## config.mk

```make
export PLATFORM = sky130hd
export DESIGN_NAME = instr_queue
export DESIGN_NICKNAME = d
export VERILOG_FILES = /design/src/rtl/instr_queue_pkg.sv /design/src/rtl/iq_storage.sv /design/src/rtl/instr_queue.sv
export SDC_FILE = /design/constraint.sdc
export NUM_CORES = 1
export LEC_CHECK = 0
export CAP_MARGIN = 20
export CORE_MARGIN = 3
export CORE_UTILIZATION = 25
export CTS_CLUSTER_DIAMETER = 50
export DETAILED_ROUTE_END_ITERATION = 6
export MAX_ROUTING_LAYER = met4
export SKIP_CTS_REPAIR_TIMING = 1
export SLEW_MARGIN = 20
export SYNTH_ARGS = -nofsm -noshare
export SYNTH_HDL_FRONTEND = slang
export SYNTH_HIERARCHICAL = 1
export SYNTH_SLANG_ARGS = --single-unit
```

## constraint.sdc

```tcl
create_clock -name clk -period 6.5 [get_ports clk]
set_clock_uncertainty 0.15 [all_clocks]
set_input_delay 0.65 -clock clk [delete_from_list [all_inputs] [get_ports clk]]
set_output_delay 0.65 -clock clk [all_outputs]
set_load 0.01 [all_outputs]
```

## src/rtl/instr_queue_pkg.sv

```systemverilog
// Shared fetch/decode types: the fetched packet layout and the fetch-to-queue bundle.
// Also holds the pop-amount helper used by the queue control.
// Pure declarations; no latency or flow control of its own.
package instr_queue_pkg;

    localparam int DEF_PC_BITS    = 32;
    localparam int DEF_INSTR_BITS = 32;
    localparam int PKT_W          = DEF_PC_BITS + DEF_INSTR_BITS + 1;

    typedef struct packed {
        logic [DEF_PC_BITS-1:0]    pc;
        logic [DEF_INSTR_BITS-1:0] data;
        logic                      taken_branch;
    } fetched_packet;

    // Fetch stage delivers two packets per beat; packet_a is the older one.
    typedef struct packed {
        fetched_packet packet_b;
        fetched_packet packet_a;
    } if_pair_t;

    // Entries removed this cycle: a pop_b alone, or a pop on an empty slot, removes nothing.
    function automatic logic [1:0] pop_amount(input logic pop_a, input logic pop_b,
                                              input logic valid_a, input logic valid_b);
        if (pop_a && pop_b && valid_b) return 2'd2;
        if (pop_a && valid_a)          return 2'd1;
        return 2'd0;
    endfunction

endpackage

```

## src/rtl/iq_storage.sv

```systemverilog
// Packet storage array: two write ports, two read ports, no reset.
// Write visible the cycle after the write edge; reads are combinational.
// No flow control; the caller guarantees writes only target free entries.
module iq_storage
    import instr_queue_pkg::*;
#(
    parameter int W     = PKT_W,
    parameter int DEPTH = 8,
    parameter int AW    = $clog2(DEPTH)
) (
    input  logic          clk,
    input  logic          we,
    input  logic [AW-1:0] waddr_a,
    input  logic [AW-1:0] waddr_b,
    input  logic [W-1:0]  wdat_a,
    input  logic [W-1:0]  wdat_b,
    input  logic [AW-1:0] raddr_a,
    input  logic [AW-1:0] raddr_b,
    output logic [W-1:0]  rdat_a,
    output logic [W-1:0]  rdat_b
);

    logic [W-1:0] mem [DEPTH];

    always_ff @(posedge clk) begin
        if (we) begin
            mem[waddr_a] <= wdat_a;
            mem[waddr_b] <= wdat_b;
        end
    end

    assign rdat_a = mem[raddr_a];
    assign rdat_b = mem[raddr_b];

endmodule

```

## src/rtl/instr_queue.sv

```systemverilog
// Instruction queue between fetch (two packets per push) and decode (pops one or two).
// Pushed packets appear at the outputs one cycle after the push edge.
// ready_out needs two free entries from registered count; refused pushes are dropped and counted.
module instr_queue
    import instr_queue_pkg::*;
#(
    parameter int PC_BITS     = 32,
    parameter int INSTR_BITS  = 32,
    parameter int QUEUE_DEPTH = 8
) (
    input  logic                                    clk,
    input  logic                                    rst,
    input  logic [2*(PC_BITS+INSTR_BITS+1)-1:0]     data_in,
    input  logic                                    valid_in,
    output logic                                    ready_out,
    input  logic                                    flush,
    output logic [PC_BITS+INSTR_BITS:0]             packet_a_out,
    output logic [PC_BITS+INSTR_BITS:0]             packet_b_out,
    output logic                                    valid_a_o,
    output logic                                    valid_b_o,
    input  logic                                    pop_a,
    input  logic                                    pop_b,
    output logic [$clog2(QUEUE_DEPTH+1)-1:0]        count,
    output logic [31:0]                             stall_cycles
);

    localparam int PW = PC_BITS + INSTR_BITS + 1;
    localparam int AW = $clog2(QUEUE_DEPTH);
    localparam int CW = $clog2(QUEUE_DEPTH+1);

    logic [AW-1:0] head;
    logic [AW-1:0] tail;
    logic          push;
    logic [1:0]    popped;

    assign ready_out = (32'(count) + 32'd2) <= 32'(QUEUE_DEPTH);
    assign valid_a_o = (count != '0) && !flush;
    assign valid_b_o = (count >= CW'(2)) && !flush;
    assign push      = valid_in && ready_out && !flush;
    assign popped    = pop_amount(pop_a, pop_b, valid_a_o, valid_b_o);

    // Depth is a power of two, so pointer arithmetic wraps naturally.
    always_ff @(posedge clk) begin
        if (rst) begin
            head         <= '0;
            tail         <= '0;
            count        <= '0;
            stall_cycles <= '0;
        end else if (flush) begin
            head  <= '0;
            tail  <= '0;
            count <= '0;
        end else begin
            head  <= head + AW'(popped);
            tail  <= push ? tail + AW'(2) : tail;
            count <= count + (push ? CW'(2) : CW'(0)) - CW'(popped);
            if (valid_in && !ready_out && stall_cycles != '1)
                stall_cycles <= stall_cycles + 32'd1;
        end
    end

    iq_storage #(
        .W     (PW),
        .DEPTH (QUEUE_DEPTH),
        .AW    (AW)
    ) u_storage (
        .clk     (clk),
        .we      (push && !rst),
        .waddr_a (tail),
        .waddr_b (tail + AW'(1)),
        .wdat_a  (data_in[PW-1:0]),
        .wdat_b  (data_in[2*PW-1:PW]),
        .raddr_a (head),
        .raddr_b (head + AW'(1)),
        .rdat_a  (packet_a_out),
        .rdat_b  (packet_b_out)
    );

endmodule

```

==> run summary <==
Slew Limit Fails - 268
Synth Flop Type - edfxtp_1
FFs w/ async S/R, synth - 0%
fin crit period - 4780 ps
maximum clock path buffer count - 3
WL final - 101 mm
critical path class - flip-flop to primary output
EDFF count, synth - 520
vias in the first global route - 21100
CP arrival - 3980 ps
R2R Setup Slk - 2370 ps
DPL Wire Length - 58.9 mm
Slowest Stage Delay on Critical Path - 880 ps
vias per inst - 5.00
pwr dens - 254 mW/mm2
Reg-to-Reg Start - count[2]
Max H-tree Level - 3
grt ovf - 0
GR Util All Layers - 15.4%
final hold vios - 0
DP Cell Count - 3710
die height - 364 um
CP Buf/Inv Count - 2
fin cells - 3886
WL/cell - 26.0 um
antenna violations before repair - 13
origin of the worst setup path - head[0]
TritonCTS clock tree - built
Seq/Total Area, Yosys - 51.2%
fin area - 0.0401 mm2
dpl cell area - 0.0370 mm2
critical path depth in cells - 4
clock sinks - 561
WP data required - 5700 ps
Critical Path Fanout Max - 43
synthesized area - 0.0321 mm2
Synth Register Bits - 561
FP Rows - 130
CP max-delay cell - ha_4
clk_lat worst skew - 650 ps
floorplan core area - 0.127 mm2
Top delay family on crit path - buffers and inverters
I/O pins - 305
Least-Margin Pin Slew - 6330 ps
DIE WIDTH - 364 um
cells after synthesis - 1855
status - finished, violations left
Hold/Removal Path Class - flip-flop to flip-flop
failing checks - max-slew violations
number of distinct library cells after synthesis - 56
total CTS buffers - 89
Fmax - 209 MHz
setup TNS - 0 ps
crit path launch type - flip-flop
commonest non-fill, non-tap cell in the layout - mux2_2
NumNets Final - 2300
area delta synth->final - 24.9%
Starting Density - 25.4%
final worst-path cycle share - 73.6%
Post-DRT Antenna Nets - 0
most frequent cells in the layout - mux2_2, edfxtp_1, clkdlybuf4s50_1
worst r2r path cells - 10
Vias - 19400
gp weighted congestion - 0.796
Max Cap Violations - 0
CP cell instances - ha_4 -> buf_4 -> mux2_2 -> clkdlybuf4s50_1
initial DRC count - 1411
largest net degree at the start of global routing - 77
Post-Syn Area per Cell - 17.3 um2
root buffer cell - clkbuf_16
RSZ-0062 raised after global routing - false
Port Buf Inserts - 304
Worst slew margin - -325%
worst reg2reg endpoint - u_storage/mem[0][7]
crit path capture - packet_b_out[34]
Max IR drop VDD - 0.000174 V
Worst-path clk slew - 50 ps
Leak - 12.6 nW
first-pass GRT wire length - 145 mm
DRC - 0
full die area - 0.133 mm2
share of cells above drive strength 1 - 50.4%
DRT Pass-1 Iters - 5
crit end category - primary output
final setup violating endpoints - 0
warning count from the yosys run - 6
==> cells in the mapped netlist, types with 8 or more instances <==
library cell	count	area, um2
a21oi_1	27	135
buf_1	19	71.3
buf_2	59	295
buf_4	20	150
clkbuf_1	39	146
dfxtp_1	41	821
edfxtp_1	520	15600
ha_1	10	125
inv_1	20	75.1
mux2_2	615	6930
mux2_4	39	586
mux4_2	260	5860
nand2_1	19	71.3
nand3_1	12	60.1
nor2_1	20	75.1
o21ai_0	10	50.1
o31ai_1	16	120
or3_1	8	50.1
or4_1	16	120
==> area by class of cell <==
class,instances,area [um2]
Tap cell,1650,2060
Inverter,20,82.6
Sequential cell,561,16400
Clock inverter,61,747
Fill cell,12200,86400
Multi-Input combinational cell,1140,15000
Antenna cell,12,30.0
Timing Repair Buffer,339,3430
Clock buffer,103,2280
==> report_power, final <==
group / leakage [nW] / switching [mW] / internal, mW / total (mW)
combinational: 6.15 / 0.575 / 0.694 / 1.27
clock: 1.45 / 1.86 / 2.97 / 4.83
sequential: 5.03 / 0.0471 / 4.02 / 4.07
==> worst register-to-register path, delay by kind of cell (launching register included) <==
| family | cells | cell delay (ps) |
|---|---|---|
| AO/OA/AOI/OAI | 2 | 1190 |
| buffers and inverters | 3 | 610 |
| AND/OR/NAND/NOR | 4 | 1180 |
| adder cells (fa/ha/maj) | 1 | 300 |
| flip-flops | 1 | 390 |
==> state kept, by name (all words and copies together), names as in the netlist <==
register	cells
count	4
head	3
stall_cycles	32
tail	2
u_storage/mem	520
==> logic make-up after synthesis <==
kind of cell | count (synthesis) | synth area share (%)
XOR/XNOR | 6 | 0.164
AND/OR/NAND/NOR | 127 | 2.54
multiplexers | 915 | 41.7
adder cells (fa/ha/maj) | 13 | 0.577
other | 2 | 0.0234
AO/OA/AOI/OAI | 68 | 1.33
flip-flops | 561 | 51.2
buffers and inverters | 163 | 2.51
==> worst min path at each step <==
stage,cells past startpoint,start,slack [ps],endpoint
5_1_grt,2,stall_cycles[29],390,stall_cycles[29]
6_report,2,stall_cycles[29],350,stall_cycles[29]
4_1_cts,2,stall_cycles[29],360,stall_cycles[29]
2_1_floorplan,2,stall_cycles[26],350,stall_cycles[26]
3_3_place_gp,2,stall_cycles[19],330,stall_cycles[19]
3_5_place_dp,2,stall_cycles[29],350,stall_cycles[29]
==> layer usage <==
metal	vias to the layer above	GRT usage, %	routed length [um]
li1	8346	-	-
met1	10300	17.7	39700
met2	632	27.4	53300
met3	159	2.91	5860
met4	0	4.61	2350
met5	-	-	0
==> metrics by stage <==
stage	utilization, %	hold WS, ps	worst slack, ps	total power [mW]
floorplan	-	349	995	4.84
global placement	29.3	332	2100	5.39
detailed placement	29.3	349	2130	5.42
CTS	31.7	357	1520	10.3
global route	31.7	386	1420	10.5
finish	31.7	350	1720	10.2
Power figures use the tool's default switching activity.
